$ cat src/rtl/integrator_gen2_pkg.sv
// Shared types and constants for the heading PID datapath.
package pid_pkg;

    typedef enum logic [1:0] {
        IDLE   = 2'd0,
        SETTLE = 2'd1,
        RUN    = 2'd2
    } integ_state_t;

    localparam int SAT_HOLD  = 0;
    localparam int SAT_CLAMP = 1;

endpackage

$ cat src/rtl/integrator_gen2_if.sv
// Sample/result bundle between the error saturator, integrator and PID summer.
interface integrator_gen2_if #(
    parameter int ERR_W = 10,
    parameter int OUT_W = 12
);
    logic                    moving;
    logic                    hdng_vld;
    logic                    clr;
    logic signed [ERR_W-1:0] err_sat;
    logic signed [OUT_W-1:0] I_term;
    logic                    I_vld;
    logic                    sat;

    // Upstream side: supplies samples and control, consumes the integral term.
    modport master (
        output moving, hdng_vld, clr, err_sat,
        input  I_term, I_vld, sat
    );

    // Integrator side.
    modport slave (
        input  moving, hdng_vld, clr, err_sat,
        output I_term, I_vld, sat
    );
endinterface

$ cat src/rtl/integrator_gen2_sat_add.sv
// Signed add with overflow detect and hold/clamp result select.
// Purely combinational so the derivative path can share it.
module sat_add
    import pid_pkg::*;
#(
    parameter int IN_W  = 10,
    parameter int ACC_W = 16,
    parameter int MODE  = SAT_HOLD
) (
    input  logic signed [IN_W-1:0]  i_a,
    input  logic signed [ACC_W-1:0] i_b,
    output logic signed [ACC_W-1:0] o_sum,
    output logic                    o_ov
);
    // One guard bit is enough: |a| is always smaller than the accumulator range.
    logic signed [ACC_W:0] w_s;

    assign w_s  = {{(ACC_W + 1 - IN_W){i_a[IN_W-1]}}, i_a} + {i_b[ACC_W-1], i_b};
    assign o_ov = w_s[ACC_W] ^ w_s[ACC_W-1];

    // Choose wrapped sum, held old value or the rail matching the true sign.
    always_comb begin
        o_sum = w_s[ACC_W-1:0];
        if (o_ov) begin
            if (MODE == SAT_CLAMP) begin
                o_sum = w_s[ACC_W] ? {1'b1, {(ACC_W-1){1'b0}}}
                                   : {1'b0, {(ACC_W-1){1'b1}}};
            end else begin
                o_sum = i_b;
            end
        end
    end
endmodule

$ cat src/rtl/integrator_gen2.sv
// Integral-term accumulator for the heading PID controller: settle window
// after motion starts, hold/clamp overflow policy, periodic leak, sync clear.
module integrator_gen2
    import pid_pkg::*;
#(
    parameter int ERR_W       = 10,
    parameter int ACC_W       = 16,
    parameter int OUT_W       = 12,
    parameter int SAT_MODE    = SAT_HOLD,
    parameter int LEAK_SHIFT  = 0,
    parameter int LEAK_PERIOD = 64,
    parameter int SETTLE      = 8
) (
    input logic               clk,
    input logic               rst,
    integrator_gen2_if.slave  bus
);
    localparam int LC_W = (LEAK_PERIOD > 1) ? $clog2(LEAK_PERIOD) : 1;
    localparam int ST_W = (SETTLE > 1) ? $clog2(SETTLE) : 1;

    integ_state_t            r_state;
    logic signed [ACC_W-1:0] r_acc;
    logic [LC_W-1:0]         r_leak_cnt;
    logic [ST_W-1:0]         r_settle_cnt;
    logic                    r_sat;
    logic                    r_i_vld;

    logic signed [ACC_W-1:0] w_v;
    logic                    w_ov;
    logic signed [ACC_W-1:0] w_leak;
    logic                    w_leak_due;
    logic                    w_accept;

    sat_add #(
        .IN_W  (ERR_W),
        .ACC_W (ACC_W),
        .MODE  (SAT_MODE)
    ) u_sat_add (
        .i_a   (bus.err_sat),
        .i_b   (r_acc),
        .o_sum (w_v),
        .o_ov  (w_ov)
    );

    // Leak acts on the post-overflow value; v - (v>>>k) stays in range and
    // drives -1 to 0 because the arithmetic shift of -1 is -1.
    assign w_leak     = w_v - (w_v >>> LEAK_SHIFT);
    assign w_leak_due = (LEAK_SHIFT > 0) && (r_leak_cnt == LC_W'(LEAK_PERIOD - 1));
    assign w_accept   = (r_state == pid_pkg::RUN) && bus.hdng_vld && !bus.clr;

    // FSM, counters and accumulator; priority rst > !moving > clr > sample.
    always_ff @(posedge clk or posedge rst) begin
        if (rst) begin
            r_state      <= pid_pkg::IDLE;
            r_acc        <= '0;
            r_leak_cnt   <= '0;
            r_settle_cnt <= '0;
            r_sat        <= 1'b0;
            r_i_vld      <= 1'b0;
        end else if (!bus.moving) begin
            r_state      <= pid_pkg::IDLE;
            r_acc        <= '0;
            r_leak_cnt   <= '0;
            r_settle_cnt <= '0;
            r_sat        <= 1'b0;
            r_i_vld      <= 1'b0;
        end else begin
            case (r_state)
                pid_pkg::IDLE: begin
                    r_settle_cnt <= '0;
                    r_state      <= (SETTLE == 0) ? pid_pkg::RUN : pid_pkg::SETTLE;
                end
                pid_pkg::SETTLE: begin
                    if (r_settle_cnt == ST_W'(SETTLE - 1)) begin
                        r_state <= pid_pkg::RUN;
                    end else begin
                        r_settle_cnt <= r_settle_cnt + ST_W'(1);
                    end
                end
                pid_pkg::RUN: r_state <= pid_pkg::RUN;
                default:      r_state <= pid_pkg::IDLE;
            endcase

            if (bus.clr) begin
                r_acc      <= '0;
                r_leak_cnt <= '0;
                r_sat      <= 1'b0;
                r_i_vld    <= 1'b0;
            end else if (w_accept) begin
                r_acc   <= w_leak_due ? w_leak : w_v;
                r_sat   <= w_ov;
                r_i_vld <= 1'b1;
                if (LEAK_SHIFT > 0) begin
                    r_leak_cnt <= w_leak_due ? '0 : r_leak_cnt + LC_W'(1);
                end
            end else begin
                r_i_vld <= 1'b0;
            end
        end
    end

    assign bus.I_term = r_acc[ACC_W-1 -: OUT_W];
    assign bus.I_vld  = r_i_vld;
    assign bus.sat    = r_sat;

endmodule

$ cat src/flat_wrapper.sv
// flat-port wrapper written by rule: the top's interface ports become plain ports
module integrator_gen2_flat import pid_pkg::*;
#(
    parameter int ERR_W       = 10,
    parameter int ACC_W       = 16,
    parameter int OUT_W       = 12,
    parameter int SAT_MODE    = SAT_HOLD,
    parameter int LEAK_SHIFT  = 0,
    parameter int LEAK_PERIOD = 64,
    parameter int SETTLE      = 8
)
  (clk, rst, bus_moving, bus_hdng_vld, bus_clr, bus_err_sat, bus_I_term, bus_I_vld, bus_sat);
  integrator_gen2_if #(.ERR_W(ERR_W), .OUT_W(OUT_W)) bus_i ();
  input logic clk;
  input logic rst;
  input wire logic [$bits(bus_i.moving)-1:0] bus_moving;
  input wire logic [$bits(bus_i.hdng_vld)-1:0] bus_hdng_vld;
  input wire logic [$bits(bus_i.clr)-1:0] bus_clr;
  input wire logic [$bits(bus_i.err_sat)-1:0] bus_err_sat;
  output wire logic [$bits(bus_i.I_term)-1:0] bus_I_term;
  output wire logic [$bits(bus_i.I_vld)-1:0] bus_I_vld;
  output wire logic [$bits(bus_i.sat)-1:0] bus_sat;
  assign bus_i.moving = bus_moving;
  assign bus_i.hdng_vld = bus_hdng_vld;
  assign bus_i.clr = bus_clr;
  assign bus_i.err_sat = bus_err_sat;
  assign bus_I_term = bus_i.I_term;
  assign bus_I_vld = bus_i.I_vld;
  assign bus_sat = bus_i.sat;
  integrator_gen2 #(.ERR_W(ERR_W), .ACC_W(ACC_W), .OUT_W(OUT_W), .SAT_MODE(SAT_MODE), .LEAK_SHIFT(LEAK_SHIFT), .LEAK_PERIOD(LEAK_PERIOD), .SETTLE(SETTLE)) u_core (.clk(clk), .rst(rst), .bus(bus_i));
endmodule
$ cat config.mk
export PLATFORM = sky130hd
export DESIGN_NAME = integrator_gen2_flat
export DESIGN_NICKNAME = d
export VERILOG_FILES = /design/src/rtl/integrator_gen2_pkg.sv /design/src/rtl/integrator_gen2_if.sv /design/src/rtl/integrator_gen2_sat_add.sv /design/src/rtl/integrator_gen2.sv /design/src/flat_wrapper.sv
export SDC_FILE = /design/constraint.sdc
export NUM_CORES = 1
export LEC_CHECK = 0
export ABC_AREA = 1
export CORE_ASPECT_RATIO = 0.7
export CORE_MARGIN = 5
export CORE_UTILIZATION = 58
export CTS_CLUSTER_SIZE = 10
export DETAILED_ROUTE_END_ITERATION = 8
export DONT_BUFFER_PORTS = 1
export PLACE_DENSITY = 0.76
export SLEW_MARGIN = 15
export SYNTH_ARGS = -nofsm -noshare
export SYNTH_HDL_FRONTEND = slang
export SYNTH_SLANG_ARGS = --single-unit
export TNS_END_PERCENT = 1
$ cat constraint.sdc
create_clock -name clk -period 2.09 [get_ports clk]
set_input_delay 0 -clock clk [delete_from_list [all_inputs] [get_ports clk]]
set_output_delay 0 -clock clk [all_outputs]
set_load 0.02 [all_outputs]
# == Word level (Yosys, flattened, before mapping) ==
# Index checks and enable logic that the tools add are counted.
# word_totals
regBits,23
latchBits,0
mem_bits_rw,0
romBits,0
output_inout_bits,14
elab_cells,38
mem_count,0
# op_classes
addsub,2
mul,0
div,0
order_cmp,0
n_eq_ne,8
n_shift,0
n_mux,16
bitwise_logic,1
reduce_logical,6
# op_table
op,count
$mux 16,4
$add 10x16->17,1
$mux 1,6
$mux 3,2
$ne 3x1->1 const B,2
$ne 3x3->1 const B,2
$pmux 2 s3,1
$pmux 3 s2,1
$mux 2,2
$reduce_and 2->1,2
$add 3x1->3 const B,1
$eq 3x3->1 const B,1
$ne 3x2->1 const B,1
$eq 2x1->1 const B,1
$eq 2x2->1 const B,1
$logic_and 1x1->1,2
$logic_not 2->1,1
$logic_not 1->1,1
$xor 1x1->1,1

# == Depth between registers and ports, before layout ==
# Gate-level depths: netlist of the first run.
# logic_depth
ltp_word,6
mapped_depth,15
mapped_depth_nobuf,15

# == Modules after synthesis ==
# From an unflattened synthesis of the first run, not the netlist that was laid out.
# unflattened
cells_unflattened,353
hier_area_um2,2489.9
# modules_own_cells
module,n_inst,cells_per_inst,area_per_inst_um2,seq_area_each_um2
sat_add,1,222,1262.5,0.0
integrator_gen2,1,131,1227.4,575.6

# == Worst setup path after synthesis of the first run ==
# No wires, ideal clock.
# synth_path
path_kind,register to register
start,register u_core.r_acc[0]
end,register u_core.r_acc[13]
arrival_time_ns,1.898
required_time_ns,1.972
setup_slack_ns,0.074
stages_incl_launch_ff,14
synth_period_minus_slack_ns,2.016
cell_sequence,dfrtp_1 ha_1 fa_1 nand2_1 nand3_2 nand3_1 nand2_2 nand2_2 nand2_4 nand2_2 nand3_4 buf_8 nand3_2 nand2_1
# synth_via
elab_chain_cells,5
elab_cells_between_ends,8
# synth_rtl
element,line_no,rtl
from (decl),integrator_gen2.sv:22,logic signed [ACC_W-1:0] r_acc;
from (signal assigned),integrator_gen2.sv:90,r_acc <= w_leak_due ? w_leak : w_v;
$add 10x16->17 *,integrator_gen2_sat_add.sv:18,"assign w_s = {{(ACC_W + 1 - IN_W){i_a[IN_W-1]}}, i_a} + {i_b[ACC_W-1], i_b};"
$mux 16,integrator_gen2_sat_add.sv:24,if (o_ov) begin
$mux 16,integrator_gen2.sv:89,end else if (w_accept) begin
$mux 16,integrator_gen2.sv:84,if (bus.clr) begin
$mux 16,integrator_gen2.sv:60,end else if (!bus.moving) begin
# Mark *: on every way between the ends. The rest lies on a longest branch, timed or not. The select of a mux whose other input is x is not followed.
# A chain may end at the register's enable or synchronous reset.

# == Final worst setup path of the first run ==
# layout_path
start,register u_core.r_acc[0]
end,register u_core.r_acc[1]
# The elaborated chain is that of the path after synthesis.

==> flow_metrics.tcl, run 1 <==
set metrics [dict create \
    cp.arrival_ps 2330 \
    grtUsageMet2 0.337 \
    io_buffers 0 \
    synth_cell_types 31 \
    vias_per_cell 5.36 \
    status "complete, but fails checks" \
    drive_above_1_share 0.235 \
    antenna_found_initial 0 \
    final_antenna_net_count 0 \
    nNetsFinal 387 \
    grt_overflow 0 \
    slew_headroom 0.387 \
    netlist_area_um2 2310 \
    cp_max_fo 7 \
    period_minus_slack_ps 2110 \
    yosysWarnings 0 \
    synth_area_per_cell_um2 6.91 \
    pre_cts_ws_ps -38.6 \
    synth_seq_area_share 0.249 \
    report.power.total_uw 1570 \
    synth.ff_latch_count 23 \
    hold_viol_final 0 \
    vias 2150 \
    clock_sinks 23 \
    die_h_um 62.8 \
    dp_hpwl_mm 4.52 \
    post-cts-setup-buffer-count 0 \
    drt_first_pass_iters 4 \
    hold_slack_ps 20.6 \
    top_usage_layer "met2" \
    netlist_instances 334 \
    track_usage 0.221 \
    grt_pass1_vias 2015 \
    max_freq_mhz 474 \
    cts_buffers 3 \
    crit_type "flip-flop to flip-flop" \
    final_cell_mix "nand2_1 (106), inv_1 (48), dfrtp_1 (23)" \
    num_rows 19 \
    drv_slew 0 \
    hold_path_class "input pin to flip-flop" \
    n_antenna_cell 0 \
    fin_skew_ps 2.21 \
    violations "setup timing" \
    start_util 0.596 \
    startpoint_type "flip-flop" \
    clkTransAtPathRegs_ps 90 \
    final_common_cell "nand2_1" \
    die_x_um 85.4 \
    grt_max_degree 24 \
    final.period_utilization 1.01 \
    placed_cells 392 \
    drv_cap 0 \
    core_area_um2 3870 \
    globalplace.congestion 0.846 \
    cts_tree "yes" \
    fin_tns_setup_ps -38.4 \
    crit_required_ps 2310 \
    area_growth_pct 16.9 \
    grt_pass1_wl_mm 9.60 \
    setup_viol 4 \
    use_met1 0.326 \
    cts_max_path_buffers 2 \
    wl_mm 6.05 \
    vdd_ir_drop_max_v 0.000401 \
    use_met3 0.0501 \
    tightest_slew_ps 919 \
    drc_errors 0 \
    p_per_area_nw_per_um2 580 \
    instances_no_fill 401 \
    cts-root-buf "clkbuf_8" \
    layout_setup_ws_ps -20.8 \
    synth_nets 371 \
    crit_path_end_kind "flip-flop" \
    wl_per_cell_um 15.1 \
    die_area_um2 5360 \
    io_pins 29 \
    leakagePower_uw 0.00149 \
    cts_max_level 1 \
    clk_latency_ps 270 \
    rsz0062_at_grt "true" \
    drt_iter0_drc 174 \
]
==> synthesized netlist by cell type, drive strengths merged <==
cell	number	area share
nand2	124	0.23
inv	56	0.092
nand3	34	0.10
dfrtp	23	0.25
ha	21	0.11
nor2	16	0.027
buf	15	0.050
a21oi	10	0.025
nand4	8	0.022
nor3	6	0.023
o21ai	5	0.011
nand3b	4	0.013
xor2	4	0.015
and3	2	0.0054
xnor2	2	0.0076
a21boi	1	0.0033
clkinv	1	0.0016
fa	1	0.0087
nor4	1	0.0027
==> path summary, 6_finish.rpt <==
path,from,endpoint,slack (ps),cells past startpoint
worst max-delay path,u_core.r_acc[0],u_core.r_acc[1],-20,14
worst min-delay path,bus_clr,u_core.r_acc[12],20,5
worst max register to register,u_core.r_acc[0],u_core.r_acc[1],-20,14
worst min register to register,u_core.r_settle_cnt[0],u_core.r_settle_cnt[0],490,1
max in group asynchronous,rst,u_core.r_acc[5],1170,2
min in group asynchronous,rst,u_core.r_settle_cnt[1],360,2
==> logic make-up after synthesis <==
family | share of synthesized area
simple gates | 0.423
buf+inv | 0.144
flops | 0.249
fa+ha+maj | 0.122
compound gates | 0.0390
xor+xnor | 0.0228
==> layer usage <==
metal / share of wire / vias up
li1: - / 1075
met1: 0.46 / 1007
met2: 0.47 / 62
met3: 0.062 / 6
met4: 0.012 / 0
met5: 0 / -
==> worst max-delay path: stages, from the launching register on <==
cell,delay [ps]
dfrtp_1,390
ha_2,190
fa_2,370
nand2_2,70
nand3_2,80
nand3_2,70
nand2_2,70
nand2_2,90
nand2_4,90
inv_4,80
nand2_8,70
nand3_4,170
clkbuf_16,180
nand3_2,60
nand2_1,80
==> area by class of cell <==
class                           count  area [um2]
Sequential cell                    23         576
Tap cell                           52        65.1
Timing Repair Buffer               26         239
Clock buffer                        3        41.3
Inverter                           57         216
Multi-Input combinational cell    239        1560
Fill cell                         324        1180
Clock inverter                      1        5.00
==> sequential cells by signal, summed over array words and instances (netlist names) <==
register,cells
u_core.r_settle_cnt,3
u_core.r_state,2
u_core.r_acc,16
u_core.bus.sat,1
u_core.bus.I_vld,1
==> per-stage QoR <==
| step | instance area (um2) | utilization |
|---|---|---|
| 2_1_floorplan | 2310 | - |
| 3_3_place_gp | 2430 | 0.627 |
| 3_5_place_dp | 2430 | 0.627 |
| 4_1_cts | 2520 | 0.651 |
| 5_1_grt | 2700 | 0.696 |
| 6_report | 2700 | 0.696 |
==> power by group <==
part,switching [uW],internal [uW]
Combinational,441,289
Sequential,45.4,496
Clock,160,134
Total,647,919
==> what timing repair did <==
item	4_1_cts	5_1_grt
setup endpoints to repair	16	17
gates resized for setup	2	22
hold buffers	4	0
pin swaps	0	7
cloned	0	1
endpoints found under the hold margin	31	0
Power figures use the tool's default switching activity.
==> inputs of run 2 (changes only) <==
--- a/config.mk
+++ b/config.mk
@@ -8,11 +8,12 @@
 export ABC_AREA = 1
 export CORE_ASPECT_RATIO = 0.7
 export CORE_MARGIN = 5
-export CORE_UTILIZATION = 58
+export CORE_UTILIZATION = 60
+export CTS_BUF_LIST = sky130_fd_sc_hd__clkbuf_4 sky130_fd_sc_hd__clkbuf_8
 export CTS_CLUSTER_SIZE = 10
 export DETAILED_ROUTE_END_ITERATION = 8
 export DONT_BUFFER_PORTS = 1
-export PLACE_DENSITY = 0.76
+export PLACE_DENSITY = 0.79
 export SLEW_MARGIN = 15
 export SYNTH_ARGS = -nofsm -noshare
 export SYNTH_HDL_FRONTEND = slang
==> run 2 against run 1 <==
Effect of this change:
- the run ends with hold timing, setup timing left
- critical path type unchanged
- sequential power about the same
- combinational power down 0.7%
- hold slack worse by 22 ps
- power down 0.80%
- maximum frequency down 3.5%
- setup slack worse by 77 ps
- largest cell class unchanged
- first-iteration DRC count up 22%
- register-to-register slack worse by 80 ps
- die area down 2.9%
- via count up 5.2%
- final area down 0.65%
- cell count up 1.2%
==> flow_metrics.tcl, run 2 (same netlist as run 1, synthesis figures left out) <==
set metrics [dict create \
    drv_cap 0 \
    wl_mm 6.33 \
    hold_slack_ps -1.45 \
    utilization 0.739 \
    grtUsageMet2 0.411 \
    n_antenna_cell 0 \
    violations "hold timing, setup timing" \
    final_antenna_net_count 0 \
    final_cell_area_um2 2680 \
    die_area_um2 5210 \
    final_cell_mix "nand2_1 (104), inv_1 (48), buf_4 (26)" \
    core_area_um2 3630 \
    instances_no_fill 406 \
    antenna_found_initial 0 \
    largest_reg_flops 16 \
    layout_setup_ws_ps -97.8 \
    grt_pass1_vias 2088 \
    hold_viol_final 1 \
    vdd_ir_drop_max_v 0.000473 \
    dp_hpwl_mm 4.41 \
    final.period_utilization 1.05 \
    cts_buffers 3 \
    clock_sinks 23 \
    use_met1 0.318 \
    num_rows 18 \
    grt_max_degree 24 \
    critPathBufInv 1 \
    crit_family "simple AND/OR/NAND/NOR gates" \
    leakagePower_uw 0.00152 \
    final_common_cell "nand2_1" \
    nNetsFinal 394 \
    grt_overflow 0 \
    slew_headroom 0.381 \
    io_buffers 0 \
    crit_required_ps 2250 \
    globalplace.congestion 0.890 \
    cp_cell_sequence "ha_4 -> fa_2 -> nand2_1 -> nand3_2 -> nand3_2 -> nand2_2 -> nand2_2 -> nand2_4 -> nand2_4 -> nand3_4 -> clkbuf_16 -> nand3_1 -> nand2_1" \
    reg_top3 "u_core.r_acc x16, u_core.r_settle_cnt x3, u_core.r_state x2" \
    startpoint_type "flip-flop" \
    hold_path_class "input pin to flip-flop" \
    status "complete, but fails checks" \
    crit_type "flip-flop to flip-flop" \
    io_pins 29 \
    fillers 285 \
    slowest_stage "dfrtp_1" \
    placed_cells 390 \
    vias 2261 \
    die_h_um 61.9 \
    grt_pass1_wl_mm 9.89 \
    regMostFlops "u_core.r_acc" \
    fin_tns_setup_ps -1170 \
    max_freq_mhz 457 \
    p_per_area_nw_per_um2 579 \
    cts_tree "yes" \
    die_x_um 84.1 \
    clk_latency_ps 270 \
    track_usage 0.239 \
    top_usage_layer "met2" \
    cts_max_path_buffers 2 \
    drc_errors 0 \
    setup_viol 16 \
    drt_iter0_drc 212 \
    drv_slew 0 \
    max_stage_delay_ps 420 \
    tightest_slew_ps 927 \
    clkTransAtPathRegs_ps 80 \
    rsz0062_at_grt "true" \
    crit_path_end_kind "flip-flop" \
    cp_max_fo 5 \
    drive_above_1_share 0.244 \
    start_util 0.637 \
    cts-root-buf "clkbuf_8" \
    placed_area_um2 2430 \
    wl_per_cell_um 15.6 \
    period_minus_slack_ps 2190 \
    fin_skew_ps 9.34 \
    use_met3 0.0567 \
    cts_max_level 1 \
    report.power.total_uw 1550 \
    vias_per_cell 5.57 \
    drt_first_pass_iters 5 \
    cp.arrival_ps 2350 \
    area_growth_pct 16.1 \
]
-- run 2: cell types whose count changed in the layout (fill, tap and decap cells not counted) --
| cell | before | now |
|---|---|---|
| ha_1 | 12 | 16 |
| nand3_2 | 12 | 13 |
| nand3_1 | 21 | 20 |
| buf_4 | 19 | 26 |
| nand2_4 | 3 | 2 |
| a21oi_1 | 6 | 8 |
| a21oi_2 | 3 | 2 |
| a21oi_4 | 1 | 0 |
| nand2_1 | 106 | 104 |
| nor2_1 | 15 | 14 |
| nor2_2 | 1 | 2 |
| ha_2 | 1 | 2 |
| nand2_2 | 13 | 16 |
| ha_4 | 8 | 3 |
-- run 2: repair_timing --
item | CTS | global route
setup endpoints to repair | 16 | 17
pin swaps | 0 | 14
hold endpoints to repair | 31 | 0
gates cloned | 0 | 1
hold buffers | 4 | 0
buffers inserted | 0 | 7
resized for setup | 2 | 17
-- run 2: final timing paths --
kind	startpoint	end	slack (ps)	depth (start not counted)
setup / recovery	u_core.r_acc[0]	u_core.r_acc[5]	-100	13
hold / removal	bus_err_sat[0]	u_core.r_acc[0]	-1	3
setup reg to reg	u_core.r_acc[0]	u_core.r_acc[5]	-100	13
hold reg to reg	u_core.r_settle_cnt[0]	u_core.r_settle_cnt[0]	510	1
max in group asynchronous	rst	u_core.r_acc[8]	1150	2
min in group asynchronous	rst	u_core.r_acc[15]	370	2
-- run 2: worst register-to-register path, stage by stage (launching register included) --
cell and delay [ps]:
dfrtp_1 420, ha_4 180, fa_2 400, nand2_1 90, nand3_2 90, nand3_2 80
nand2_2 80, nand2_2 100, nand2_4 80, nand2_4 80, nand3_4 150, clkbuf_16 220
nand3_1 60, nand2_1 50
-- run 2: routing by layer --
layer  wire length [um]  vias up
li1                   -     1086
met1               2810     1058
met2               2920      101
met3                512       16
met4                 90        0
met5                  0        -
-- run 2: area by class of cell --
class	instances	area, um2	area share
multi-input combinational	239	1490	0.555
clock inverter	1	5.00	0.00187
inverter	57	216	0.0808
timing repair buffer	33	292	0.109
clock buffer	3	41.3	0.0154
tap	50	62.6	0.0233
sequential	23	576	0.215
-- run 2: power by group --
part	leakage [uW]	internal, uW	switching [uW]
clock	0.0000255	133	155
sequential	0.000313	496	43.1
combinational	0.00118	274	451
-- run 2: stage by stage --
step	worst slack, ps	hold WS, ps
2_1_floorplan	73.5	1.92
3_3_place_gp	46.6	110
3_5_place_dp	-35.2	123
4_1_cts	14.1	3.48
5_1_grt	-192	10.2
6_report	-97.8	-1.45
==> inputs of run 3 (changes only) <==
--- a/config.mk
+++ b/config.mk
@@ -8,12 +8,12 @@
 export ABC_AREA = 1
 export CORE_ASPECT_RATIO = 0.7
 export CORE_MARGIN = 5
-export CORE_UTILIZATION = 60
+export CORE_UTILIZATION = 71
 export CTS_BUF_LIST = sky130_fd_sc_hd__clkbuf_4 sky130_fd_sc_hd__clkbuf_8
 export CTS_CLUSTER_SIZE = 10
 export DETAILED_ROUTE_END_ITERATION = 8
 export DONT_BUFFER_PORTS = 1
-export PLACE_DENSITY = 0.79
+export PLACE_DENSITY = 0.87
 export SLEW_MARGIN = 15
 export SYNTH_ARGS = -nofsm -noshare
 export SYNTH_HDL_FRONTEND = slang
==> constraint.sdc (replaced) <==
create_clock -name clk -period 2.6 [get_ports clk]
set_input_delay 0 -clock clk [delete_from_list [all_inputs] [get_ports clk]]
set_output_delay 0 -clock clk [all_outputs]
set_load 0.02 [all_outputs]
==> run 3 against run 2 <==
Effect of this change:
- final area fell by 11%
- sequential cell count did not move
- cell count fell by 8.1%
- critical path type unchanged
- power fell by 26%
- utilization rose by 2.0 points
- the run now ends clean
- sequential power fell by 18%
- die area fell by 13%
- routed wire length fell by 12%
- sequential share of layout area rose by 2.6 points
- via count fell by 7.3%
- hold slack improved by 22 ps
==> flow_metrics.tcl, run 3 (same netlist as run 1, synthesis figures left out) <==
set metrics [dict create \
    die_h_um 57.7 \
    vdd_ir_drop_max_v 0.000332 \
    slowest_stage "fa_1" \
    final.period_utilization 0.939 \
    max_stage_delay_ps 410 \
    instances_no_fill 373 \
    startpoint_type "flip-flop" \
    use_met3 0.0606 \
    grt_overflow 0 \
    reg_top3 "u_core.r_acc x16, u_core.r_settle_cnt x3, u_core.r_state x2" \
    crit_path_end_kind "flip-flop" \
    setup_viol 0 \
    tightest_slew_ps 875 \
    clk_latency_ps 270 \
    antenna_found_initial 0 \
    drc_errors 0 \
    drt_first_pass_iters 5 \
    drv_cap 0 \
    critPathBufInv 0 \
    grt_pass1_vias 2000 \
    worstHoldStart "bus_clr" \
    core_area_um2 3150 \
    cts_buffers 3 \
    crit_required_ps 2810 \
    cts_resized 0 \
    report.power.total_uw 1150 \
    num_rows 17 \
    slew_headroom 0.416 \
    reg2regPathDepth 13 \
    status "complete, no violations" \
    start_util 0.733 \
    io_pins 29 \
    nNetsFinal 373 \
    fin_tns_setup_ps 0 \
    rrSetupSlack_ps 160 \
    vias 2096 \
    p_per_area_nw_per_um2 480 \
    crit_family "simple AND/OR/NAND/NOR gates" \
    fillers 237 \
    hold_end "u_core.r_acc[12]" \
    cts_max_path_buffers 2 \
    final_antenna_net_count 0 \
    hold_path_depth 5 \
    cp_max_fo 17 \
    wl_mm 5.59 \
    dp_hpwl_mm 4.29 \
    layout_setup_ws_ps 158 \
    die_area_um2 4510 \
    n_antenna_cell 0 \
    clock_sinks 23 \
    period_minus_slack_ps 2440 \
    track_usage 0.256 \
    io_buffers 0 \
    fin_skew_ps 4.69 \
    grt_max_degree 24 \
    placed_cells 364 \
    cp.arrival_ps 2650 \
    final_cell_mix "nand2_1 (110), inv_1 (48), dfrtp_1 (23)" \
    pre_cts_ws_ps 243 \
    cts_tree "yes" \
    crit_type "flip-flop to flip-flop" \
    largest_reg_flops 16 \
    hold_path_class "input pin to flip-flop" \
    max_freq_mhz 409 \
    leakagePower_uw 0.00140 \
    final_common_cell "nand2_1" \
    top_usage_layer "met2" \
    vias_per_cell 5.62 \
    wl_per_cell_um 15.0 \
    grtUsageMet2 0.427 \
    cts_max_level 1 \
    drt_iter0_drc 205 \
    drive_above_1_share 0.149 \
    grt_pass1_wl_mm 9.21 \
    cts-root-buf "clkbuf_8" \
    hold_viol_final 0 \
    r2r-end "u_core.r_acc[3]" \
    clkTransAtPathRegs_ps 90 \
    rsz0062_at_grt "false" \
    globalplace.congestion 0.982 \
    use_met1 0.345 \
    drv_slew 0 \
    rr_startpoint "u_core.r_acc[0]" \
    die_x_um 78.2 \
    area_growth_pct 3.52 \
    regMostFlops "u_core.r_acc" \
    cp_cell_sequence "ha_1 -> fa_1 -> nand2_1 -> nand3_2 -> nand3_1 -> nand2_2 -> nand2_2 -> nand2_4 -> nand2_2 -> nand3_4 -> nand2_4 -> nand2_1 -> nand2_1" \
]
run 3: how the worst max path moves through the flow:
stage / startpoint / endpoint / cells after the start
floorplan: u_core.r_acc[0] / u_core.r_acc[13] / 13
global placement: u_core.r_acc[0] / u_core.r_acc[5] / 14
detailed placement: u_core.r_acc[0] / u_core.r_acc[8] / 13
CTS: u_core.r_acc[0] / u_core.r_acc[3] / 13
global route: u_core.r_acc[0] / u_core.r_acc[3] / 13
finish: u_core.r_acc[0] / u_core.r_acc[3] / 13
run 3: repair_timing:
| item | 4_1_cts | 5_1_grt |
|---|---|---|
| hold buffers | 4 | 1 |
| setup endpoints to repair | 0 | 0 |
| buffers inserted | 0 | 0 |
| endpoints found under the hold margin | 32 | 1 |
run 3: stage by stage:
stage	util	area [um2]	hold slack (ps)
floorplan	-	2310	1.92
global placement	0.729	2290	114
detailed placement	0.729	2290	115
CTS	0.756	2380	1.04
global route	0.759	2390	61.9
finish	0.759	2390	20.4
run 3: metal layers:
| layer | vias up | share of wire |
|---|---|---|
| li1 | 1045 | - |
| met5 | - | 0 |
| met2 | 115 | 0.46 |
| met1 | 926 | 0.43 |
| met3 | 10 | 0.092 |
| met4 | 0 | 0.016 |
run 3: area by class of cell:
cell class / count / area, um2 / share of cell area
Multi-Input combinational cell: 239 / 1400 / 0.586
Sequential cell: 23 / 576 / 0.241
Inverter: 57 / 216 / 0.0906
Timing Repair Buffer: 12 / 103 / 0.0429
Tap cell: 38 / 47.5 / 0.0199
Clock buffer: 3 / 41.3 / 0.0173
Clock inverter: 1 / 5.00 / 0.00209
run 3: power breakdown:
part / internal [uW] / switching (uW) / total, uW / leakage (uW)
clock network: 107 / 123 / 231 / 0.0000255
logic: 161 / 316 / 477 / 0.00106
registers: 399 / 41.1 / 440 / 0.000313
run 3: tightest hold or removal path: stages:
cell and delay, ps:
inv_1 30, nand3_1 70, nor2_1 40, nand2_1 60, nand2_1 50
